## config.mk

```make
export PLATFORM = sky130hd
export DESIGN_NAME = sprite_fetch_ctrl
export DESIGN_NICKNAME = d
export VERILOG_FILES = /design/src/rtl/ppu_pkg.sv /design/src/rtl/sprite_pattern_addr.sv /design/src/rtl/sprite_fetch_ctrl.sv
export SDC_FILE = /design/constraint.sdc
export NUM_CORES = 1
export LEC_CHECK = 0
export CAP_MARGIN = 10
export CORE_MARGIN = 2
export CORE_UTILIZATION = 45
export DETAILED_ROUTE_END_ITERATION = 8
export GPL_TIMING_DRIVEN = 0
export PLACE_DENSITY = 0.76
export SYNTH_ARGS = -nofsm -noshare
export SYNTH_HDL_FRONTEND = slang
export SYNTH_HIERARCHICAL = 1
export SYNTH_SLANG_ARGS = --single-unit
```

## constraint.sdc

```tcl
create_clock -name clk -period 1.96 [get_ports clk]
set_clock_uncertainty 0.1 [all_clocks]
set_input_delay 0.294 -clock clk [delete_from_list [all_inputs] [get_ports clk]]
set_output_delay 0.294 -clock clk [all_outputs]
set_load 0.01 [all_outputs]
```

## src/rtl/ppu_pkg.sv

```systemverilog
`default_nettype none
// ============================================================================
// Module      : ppu_pkg
// Description : Shared types and constants for the PPU sprite fetch path:
//               fetch-phase encodings, fetch FSM states, slot count,
//               empty secondary-OAM byte value and attribute bit positions.
// Revision    : 1.0 - initial release
// ============================================================================
package ppu_pkg;

    localparam int SPR_SLOTS = 8;
    localparam logic [7:0] SOAM_EMPTY = 8'hFF;

    // Attribute byte bit positions
    localparam int ATTR_VFLIP = 7;
    localparam int ATTR_HFLIP = 6;
    localparam int ATTR_PRIO  = 5;

    // Per-slot fetch phases, one dot each
    typedef enum logic [2:0] {
        PH_Y    = 3'd0,  // secondary OAM byte 0
        PH_TILE = 3'd1,  // secondary OAM byte 1
        PH_ATTR = 3'd2,  // secondary OAM byte 2
        PH_X    = 3'd3,  // secondary OAM byte 3
        PH_A0   = 3'd4,  // plane-0 address on the bus
        PH_P0   = 3'd5,  // plane-0 data returned
        PH_A1   = 3'd6,  // plane-1 address on the bus
        PH_P1   = 3'd7   // plane-1 data returned
    } phase_t;

    typedef enum logic [1:0] {
        ST_IDLE  = 2'd0,
        ST_FETCH = 2'd1,
        ST_DONE  = 2'd2
    } fetch_state_t;

    // Evaluation may report more hits than there are slots; clamp to the slot count.
    function automatic logic [3:0] clamp_count(input logic [3:0] count, input logic [3:0] max_slots);
        return (count > max_slots) ? max_slots : count;
    endfunction

endpackage
`default_nettype wire

```

## src/rtl/sprite_pattern_addr.sv

```systemverilog
`default_nettype none
// ============================================================================
// Module      : sprite_pattern_addr
// Description : Combinational pattern-table address calculator for one
//               sprite row: row offset from scanline and Y, vertical flip,
//               8x8 / 8x16 address layout.
// Ports       : scanline - low 8 bits of the line being prepared
//               y, tile, attr - secondary OAM bytes of the sprite
//               size16 - 1 = 8x16 sprites; pt_sel - 8x8 pattern table
//               plane - bit plane (0/1); addr - 14-bit VRAM address
// Revision    : 1.0 - initial release
// ============================================================================
module sprite_pattern_addr
    import ppu_pkg::*;
(
    input  logic [7:0]  scanline,
    input  logic [7:0]  y,
    input  logic [7:0]  tile,
    input  logic [7:0]  attr,
    input  logic        size16,
    input  logic        pt_sel,
    input  logic        plane,
    output logic [13:0] addr
);

    logic [7:0] w_row;
    logic [3:0] w_row_eff;
    logic [6:0] w_unused_attr;
    logic [3:0] w_unused_row;

    // Modulo-256 distance from the sprite top; only the low 4 bits index
    // into a sprite of at most 16 lines.
    assign w_row = scanline - y;

    always_comb begin
        w_row_eff = w_row[3:0];
        if (attr[ATTR_VFLIP]) begin
            if (size16) begin
                w_row_eff = w_row[3:0] ^ 4'hF;
            end else begin
                w_row_eff = {w_row[3], w_row[2:0] ^ 3'b111};
            end
        end
    end

    // 8x16 sprites pick the table with tile[0]; row[3] selects the bottom tile.
    assign addr = size16 ? {1'b0, tile[0], tile[7:1], w_row_eff[3], plane, w_row_eff[2:0]}
                         : {1'b0, pt_sel, tile, plane, w_row_eff[2:0]};

    assign w_unused_attr = attr[6:0];
    assign w_unused_row  = w_row[7:4];

endmodule
`default_nettype wire

```

## src/rtl/sprite_fetch_ctrl.sv

```systemverilog
`default_nettype none
// ============================================================================
// Module      : sprite_fetch_ctrl
// Description : Horizontal-blank sprite fetch sequencer. For each of the
//               sprite slots it reads four secondary-OAM bytes, issues two
//               pattern reads and pulses the load strobes of that slot.
//               Slots beyond the evaluated count load as transparent.
// Ports       : clk, rst (sync, active-high)
//               dot_tick, fetch_start - dot timing and sequence start
//               scanline, sprite_count, sprite_size16, sprite_pt_sel - setup
//               soam_addr / soam_data - secondary OAM read port
//               vram_addr / vram_rd - pattern fetch request
//               slot_sel, attr_out, x_out, valid_out, *_ld - slot loading
//               busy, done - sequence status
// Revision    : 1.0 - initial release
// ============================================================================
module sprite_fetch_ctrl
    import ppu_pkg::*;
#(
    parameter int NUM_SLOTS = SPR_SLOTS
) (
    input  logic        clk,
    input  logic        rst,
    input  logic        dot_tick,
    input  logic        fetch_start,
    input  logic [8:0]  scanline,
    input  logic [3:0]  sprite_count,
    input  logic        sprite_size16,
    input  logic        sprite_pt_sel,
    output logic [4:0]  soam_addr,
    input  logic [7:0]  soam_data,
    output logic [13:0] vram_addr,
    output logic        vram_rd,
    output logic [2:0]  slot_sel,
    output logic [3:0]  attr_out,
    output logic [7:0]  x_out,
    output logic        valid_out,
    output logic        attr_ld,
    output logic        x_ld,
    output logic        pattern0_ld,
    output logic        pattern1_ld,
    output logic        busy,
    output logic        done
);

    localparam logic [2:0] c_last_slot = 3'(NUM_SLOTS - 1);
    localparam logic [3:0] c_max_count = 4'(NUM_SLOTS);

    fetch_state_t r_state;
    fetch_state_t w_state_next;

    phase_t      r_phase;
    phase_t      w_phase_next;
    logic [2:0]  r_slot;
    logic [2:0]  w_slot_next;
    logic [3:0]  r_count;
    logic [4:0]  r_soam_addr;
    logic [7:0]  r_y;
    logic [7:0]  r_tile;
    logic [7:0]  r_attr;
    logic [3:0]  r_attr_out;
    logic [7:0]  r_x_out;
    logic        r_valid_out;
    logic [13:0] r_vram_addr;
    logic        r_vram_rd;

    logic        w_start;
    logic        w_fetch_tick;
    logic        w_last_dot;
    logic        w_slot_valid;
    logic [7:0]  w_byte;
    logic [3:0]  w_attr_nib;
    logic        w_plane;
    logic [13:0] w_pat_addr;
    logic        w_unused_scan;

    // ------------------------------------------------------------------
    // Decode helpers
    // ------------------------------------------------------------------
    assign w_start      = (r_state == ST_IDLE) && dot_tick && fetch_start;
    assign w_last_dot   = (r_phase == PH_P1) && (r_slot == c_last_slot);
    assign w_slot_valid = ({1'b0, r_slot} < r_count);
    // Empty slots read as all-ones so the slot unit sees a transparent sprite.
    assign w_byte       = w_slot_valid ? soam_data : SOAM_EMPTY;
    assign w_attr_nib   = {w_byte[ATTR_HFLIP], w_byte[ATTR_PRIO], w_byte[1:0]};
    assign w_phase_next = phase_t'(r_phase + 3'd1);
    assign w_slot_next  = (r_phase == PH_P1) ? (r_slot + 3'd1) : r_slot;
    // Plane-1 address is latched on the tick that ends PH_P0.
    assign w_plane      = (r_phase == PH_P0);

    // ------------------------------------------------------------------
    // FSM: state register
    // ------------------------------------------------------------------
    always_ff @(posedge clk) begin
        if (rst) begin
            r_state <= ST_IDLE;
        end else begin
            r_state <= w_state_next;
        end
    end

    // ------------------------------------------------------------------
    // FSM: next state and load strobes
    // ------------------------------------------------------------------
    always_comb begin
        w_state_next = r_state;
        w_fetch_tick = 1'b0;
        case (r_state)
            ST_IDLE: begin
                if (w_start) begin
                    w_state_next = ST_FETCH;
                end
            end
            ST_FETCH: begin
                // A reset cycle must not leak a strobe into a slot.
                w_fetch_tick = dot_tick && !rst;
                if (dot_tick && w_last_dot) begin
                    w_state_next = ST_DONE;
                end
            end
            ST_DONE: begin
                w_state_next = ST_IDLE;
            end
            default: begin
                w_state_next = ST_IDLE;
            end
        endcase

        attr_ld     = w_fetch_tick && (r_phase == PH_ATTR);
        x_ld        = w_fetch_tick && (r_phase == PH_X);
        pattern0_ld = w_fetch_tick && (r_phase == PH_P0);
        pattern1_ld = w_fetch_tick && (r_phase == PH_P1);
    end

    // ------------------------------------------------------------------
    // Sequencing counters, byte capture and VRAM request
    // ------------------------------------------------------------------
    always_ff @(posedge clk) begin
        if (rst) begin
            r_phase     <= PH_Y;
            r_slot      <= 3'd0;
            r_count     <= 4'd0;
            r_soam_addr <= 5'd0;
            r_y         <= 8'd0;
            r_tile      <= 8'd0;
            r_attr      <= 8'd0;
            r_attr_out  <= 4'd0;
            r_x_out     <= 8'd0;
            r_valid_out <= 1'b0;
            r_vram_addr <= 14'd0;
            r_vram_rd   <= 1'b0;
        end else begin
            r_vram_rd <= 1'b0;
            case (r_state)
                ST_IDLE: begin
                    if (w_start) begin
                        r_slot      <= 3'd0;
                        r_phase     <= PH_Y;
                        r_soam_addr <= 5'd0;
                        r_count     <= clamp_count(sprite_count, c_max_count);
                    end
                end
                ST_FETCH: begin
                    if (dot_tick) begin
                        case (r_phase)
                            PH_Y:    r_y    <= w_byte;
                            PH_TILE: r_tile <= w_byte;
                            PH_ATTR: begin
                                r_attr      <= w_byte;
                                r_attr_out  <= w_attr_nib;
                                r_valid_out <= w_slot_valid;
                            end
                            PH_X: begin
                                r_x_out     <= w_byte;
                                r_vram_addr <= w_pat_addr;
                                r_vram_rd   <= 1'b1;
                            end
                            PH_P0: begin
                                r_vram_addr <= w_pat_addr;
                                r_vram_rd   <= 1'b1;
                            end
                            default: begin
                            end
                        endcase
                        r_phase <= w_phase_next;
                        // The final slot stays put; DONE performs the wrap.
                        if (!w_last_dot) begin
                            r_slot      <= w_slot_next;
                            r_soam_addr <= {w_slot_next, w_phase_next[1:0]};
                        end
                    end
                end
                ST_DONE: begin
                    r_slot  <= 3'd0;
                    r_phase <= PH_Y;
                end
                default: begin
                end
            endcase
        end
    end

    // ------------------------------------------------------------------
    // Pattern address calculator
    // ------------------------------------------------------------------
    sprite_pattern_addr u_pattern_addr (
        .scanline (scanline[7:0]),
        .y        (r_y),
        .tile     (r_tile),
        .attr     (r_attr),
        .size16   (sprite_size16),
        .pt_sel   (sprite_pt_sel),
        .plane    (w_plane),
        .addr     (w_pat_addr)
    );

    // ------------------------------------------------------------------
    // Outputs. The slot unit latches on the strobe edge, so the freshly
    // read byte is forwarded during the strobe clock and held afterwards.
    // ------------------------------------------------------------------
    assign attr_out  = attr_ld ? w_attr_nib   : r_attr_out;
    assign valid_out = attr_ld ? w_slot_valid : r_valid_out;
    assign x_out     = x_ld    ? w_byte       : r_x_out;

    assign soam_addr = r_soam_addr;
    assign vram_addr = r_vram_addr;
    assign vram_rd   = r_vram_rd;
    assign slot_sel  = r_slot;
    assign busy      = (r_state != ST_IDLE);
    assign done      = (r_state == ST_DONE);

    assign w_unused_scan = scanline[8];

endmodule
`default_nettype wire

```

Word level (Yosys, flattened, before mapping)
Cells that the tools add are included.
Operators by class
  order comparisons: 2
  bitwise logic cells: 4
  reduce and logical (&&, ||, !) cells: 27
  shift-type cells: 0
  divide/modulo/power cells: 0
  add/sub/neg operators: 3
  $mul: 0
  equal/unequal tests: 12
  muxes and demuxes: 24
Operators by type and width (count)
  one-hot mux 3 bit (3 select lines): 2
  AND reduction 3 bit: 6
  2-to-1 mux 4 bit: 4
  2-to-1 mux 8 bit: 2
  2-to-1 mux 3 bit: 5
  2-to-1 mux 5 bit: 3
  2-to-1 mux 13 bit: 1
  one-hot mux 5 bit (2 select lines): 1
  == test 3 bit, second input constant: 3
  logical AND 1 bit: 9
  inequality test 2 bit, second input constant: 4
  AND reduction 4 bit: 2
  adder 3 x 1 -> 3 bit, second input constant: 2
  == test 3 x 2 -> 1 bit, second input constant: 2
  > comparator 4 bit, second input constant: 1
  less-than comparator 3 x 4 -> 1 bit: 1
  2-to-1 mux 2 bit: 2
  inverter 4 bit: 1
  one-hot mux 2 bit (2 select lines): 1
  AND reduction 2 bit: 2
  nonzero test 2 bit: 2
  subtractor 4 bit: 1
  == test 3 x 1 -> 1 bit, second input constant: 1
  logical NOT 3 bit: 1
  10 further kinds: 13
Word-level totals
  flip-flop bits (word level): 65
  output and inout port bits: 42
  memory bits (read-only): 0
  latch bits: 0
  memories kept: 0
  memory bits (writable): 0

Longest topological paths before layout
  depth after elaboration: 5
  mapped depth: 7

Cells and area by module
Netlist, hierarchy kept.
Modules (own cells, without submodules)
  sprite_fetch_ctrl: instances 1, area an instance 2753.9 um^2, cells each 316
  sprite_pattern_addr: instances 1, area an instance 247.7 um^2, cells each 30

Worst setup path before layout
No wires, ideal clock.
  path kind: reg2reg
  start point: register r_phase[0]
  end point: register r_soam_addr[2] (netlist: soam_addr[2])
  setup time: 67 ps
  slack: -65 ps
  data required time: 1793 ps
  data arrival time: 1858 ps
  stages on the path, launching flop included: 7
  path through: dfxtp_1 > ha_1 > ha_1 > clkbuf_1 > a311o_1 > or3_1 > a21oi_2
On the way
  cells in the longest elaborated chain, start to end: 5
  elaborated cells on any way between the ends: 8
  classes of those cells: 2 x eq/ne; 4 x mux; 2 x reduce/logical
Ends and longest elaborated chain
  start: declaration: line sprite_fetch_ctrl.sv:52  | phase_t r_phase;
  start signal: assignment: line sprite_fetch_ctrl.sv:185  | r_phase <= w_phase_next;
  == test 3 bit (*): line sprite_fetch_ctrl.sv:81, sprite_fetch_ctrl.sv:87
  2-to-1 mux 3 bit: line sprite_fetch_ctrl.sv:87  | assign w_slot_next = (r_phase == PH_P1) ? (r_slot + 3'd1) : r_slot;
  2-to-1 mux 5 bit: line sprite_fetch_ctrl.sv:187  | if (!w_last_dot) begin
  2-to-1 mux 5 bit: line sprite_fetch_ctrl.sv:164  | if (dot_tick) begin
  one-hot mux 5 bit (2 select lines): line sprite_fetch_ctrl.sv:154  | case (r_state)
  end signal: assignment: line sprite_fetch_ctrl.sv:189  | r_soam_addr <= {w_slot_next, w_phase_next[1:0]};
  end: declaration: line sprite_fetch_ctrl.sv:57  | logic [4:0] r_soam_addr;
Every way passes the cells marked *; elsewhere a longest branch is shown, timed or not. The select of a mux whose other input is x is not followed.
A chain may end at the register's enable or synchronous reset.

Worst setup path after layout
  start point: register r_slot[1] (netlist: slot_sel[1])
  end point: output x_out[5]
On the way
  cells in the longest elaborated chain, start to end: 3
Ends and longest elaborated chain
  start: declaration: line sprite_fetch_ctrl.sv:54  | logic [2:0] r_slot;
  start signal: assignment: line sprite_fetch_ctrl.sv:188  | r_slot <= w_slot_next;
  less-than comparator 3 x 4 -> 1 bit: line sprite_fetch_ctrl.sv:82  | assign w_slot_valid = ({1'b0, r_slot} < r_count);
  2-to-1 mux 8 bit: line sprite_fetch_ctrl.sv:84  | assign w_byte = w_slot_valid ? soam_data : SOAM_EMPTY;
  2-to-1 mux 8 bit: line sprite_fetch_ctrl.sv:223  | assign x_out = x_ld ? w_byte : r_x_out;
  end: declaration: line sprite_fetch_ctrl.sv:36  | output logic [7:0] x_out,
Every way passes these cells.

==> results.tsv <==
stage	metric	value	unit
status	status	finished, violations left	
status	failing checks	negative setup slack	
worst_setup_path	Worst Path Buf+Inv	2	
power	power density of the placed cells	686	mW/mm²
timing	Fmax	440	MHz
timing	max-slew violations	0	
global_route	vias in the first global route	2751	
floorplan	Die Y	82.7	µm
global_route	global-route wire length before repair	13.4	mm
worst_hold_path	Worst Min Path Start	r_attr[5]$_SDFFE_PP0P_	
clock_network	clk buf depth	2	
floorplan	Rows	28	
timing	relative slew slack	54.6	%
timing	period utilisation layout	116	%
worst_setup_path	crit-path cells	ha_4 -> a211o_4 -> a21oi_4 -> buf_4 -> o21ai_1 -> buf_2	
layout	Final Net Count	481	
yosys	Mapped Cells	325	
yosys	synthesized cell area	0.00279	mm²
worst_hold_path	worst min-delay path category	reg -> reg	
layout	antenna cell count	0	
worst_hold_path	Worst Hold Path EP	r_attr[5]$_SDFFE_PP0P_	
clock_network	clock tree sinks	58	
routing	vias per std cell	5.55	
timing	final setup vio count	15	
worst_setup_path	Worst Reg-to-Reg Cells	7	
worst_setup_path	Largest delay share family, worst path	compound AO/OA/AOI/OAI gates	
worst_setup_path	Crit Path Class	reg -> out	
place	hpwl dp	4.53	mm
layout	share of cells above drive strength 1	35.1	%
routing	Post-route DRC	0	
yosys	Post-Syn Area per Cell	8.59	µm²
routing	Antenna Violating Nets Remaining	0	
timing	Final WS setup	-313	ps
routing	detailed-route via count	2884	
floorplan	core area	0.00596	mm²
timing	Tmin final	2270	ps
clock_network	H-tree levels	3	
routing	initial drt markers	218	
clock_network	clk slew on worst S/H paths	70	ps
worst_setup_path	FF-to-FF End	r_x_out[0]$_SDFFE_PP0P_	
worst_setup_path	Startpoint Class	flip-flop	
worst_setup_path	CP max stage cell	a211o_4	
floorplan	total die area	0.00685	mm²
clock_network	root buffer cell	clkbuf_8	
worst_setup_path	CP arrival	1880	ps
routing	total wire length	8.86	mm
worst_setup_path	crit-path max FO	4	
layout	Layout Area Growth over Synthesis	58.3	%
worst_setup_path	WP data required	1570	ps
place	PortBufs	62	
global_route	initial antenna violation count	0	
power	Peak VDD IR	0.530	mV
floorplan	Ports	69	
timing	unrepaired setup endpoints after global routing	true	
worst_setup_path	Critical R2R Launch	slot_sel[1]$_SDFFE_PP0P_	
yosys	Synth warnings	6	
timing	worst hold slack	354	ps
routing	routed len/inst	17.0	µm
yosys	syn_nets	366	
flow_run	MaxCap Viol Count	0	
worst_setup_path	Worst R2R Setup Slack	50	ps
routing	1st-pass router iterations	5	
worst_setup_path	Setup crit end kind	primary output	
worst_hold_path	Worst Hold Path Cells	2	
clock_network	CTS tree	done	
power	leak pwr	1.76	nW
floorplan	Initial Util	46.8	%
clock_network	Clock Latency Late Sink	350	ps
clock_network	total CTS buffers	9	
global_route	Total GRT Usage	26.4	%
floorplan	die width	82.7	µm
clock_network	hold_buf cts	0	
timing	Hold Vio Cnt, Final	0	
global_route	grt total ovfl	0	
layout	final core occ	74.2	%
timing	Worst-Margin Slew	681	ps
global_route	largest net degree at the start of global routing	11	
place	Final GP Congestion	0.844	
worst_setup_path	Critical Path Max Stage Delay	390	ps
-- where the power goes --
group	leakage (nW)	switching, mW	internal [mW]	total [mW]
sequential	0.474	0.0127	1.19	1.20
clock	0.134	0.485	1.01	1.49
combinational	1.15	0.167	0.172	0.339
-- worst max-delay path by stage --
stage	start	to	depth (start not counted)
final	slot_sel[1]$_SDFFE_PP0P_	x_out[5]	6
after global routing	slot_sel[0]$_SDFFE_PP0P_	x_out[5]	6
after CTS	r_count[1]$_SDFFE_PP0P_	valid_out	7
after detailed placement	dot_tick	x_out[4]	6
after global placement	dot_tick	x_out[3]	6
after floorplan	slot_sel[1]$_SDFFE_PP0P_	attr_out[0]	5
-- sequential cells by signal, summed over array words and instances (netlist names) --
register     count
r_y              4
r_tile           8
r_x_out          8
r_phase          3
slot_sel         3
r_count          4
soam_addr        5
vram_addr       14
r_state          2
r_valid_out      1
vram_rd          1
r_attr           5
-- cells in the final DEF, fill, tap and decap left out, drive strengths merged, types with 2 or more instances in the layout --
cell / n
buf: 75
dfxtp: 58
nand2: 46
clkdlybuf4s50: 42
nor2: 35
a21oi: 29
o21ai: 29
clkbuf: 20
mux2i: 14
ha: 13
a211oi: 12
inv: 12
nand3b: 8
nor2b: 4
xnor2: 4
bufinv: 4
dlygate4sd2: 4
mux2: 3
and2: 3
a211o: 2
or2: 2
or3: 2
nand3: 2
and3b: 2
nand2b: 2
nor3: 2
-- repair_timing --
| item | CTS | global route |
|---|---|---|
| pin swaps | 27 | 16 |
| resized for setup | 160 | 27 |
| buffers inserted | 32 | 8 |
| endpoints found under the setup margin | 34 | 19 |
| gates cloned | 4 | 0 |
-- worst min-delay path, delay by kind of cell, from the launching register on --
kind            cells  cell delay [ps]
flops               1              330
compound gates      1               50
simple gates        1               50
-- stage by stage --
| stage | cell area [µm²] | power, mW | TNS (ps) | setup WS (ps) | instances |
|---|---|---|---|---|---|
| 3_3_place_gp | 3500 | 1.43 | -17980 | -954 | 462 |
| 2_1_floorplan | 2790 | 1.35 | -13.5 | -6.77 | 325 |
| 4_1_cts | 4280 | 3.00 | -2910 | -315 | 512 |
| 3_5_place_dp | 3500 | 1.44 | -18710 | -981 | 462 |
| 5_1_grt | 4420 | 3.12 | -3980 | -357 | 520 |
| 6_report | 4420 | 3.03 | -3210 | -313 | 520 |
-- metal layers --
| metal | GRT usage [%] | up-vias | routed length (µm) |
|---|---|---|---|
| met3 | 7.72 | 41 | 630 |
| li1 | - | 1327 | - |
| met5 | 0 | - | 0 |
| met1 | 31.7 | 1378 | 3580 |
| met2 | 42.7 | 138 | 4320 |
| met4 | 14.1 | 0 | 320 |
-- final cells by class --
| class | instances | area [µm²] |
|---|---|---|
| Buffer | 26 | 211 |
| Inverter | 12 | 47.5 |
| Tap cell | 75 | 93.8 |
| Timing Repair Buffer | 104 | 905 |
| Clock buffer | 11 | 141 |
| Sequential cell | 58 | 1180 |
| Multi-Input combinational cell | 229 | 1710 |
| Clock inverter | 5 | 125 |
| Fill cell | 390 | 1540 |
Note: power is estimated with default switching activity, not from simulation.
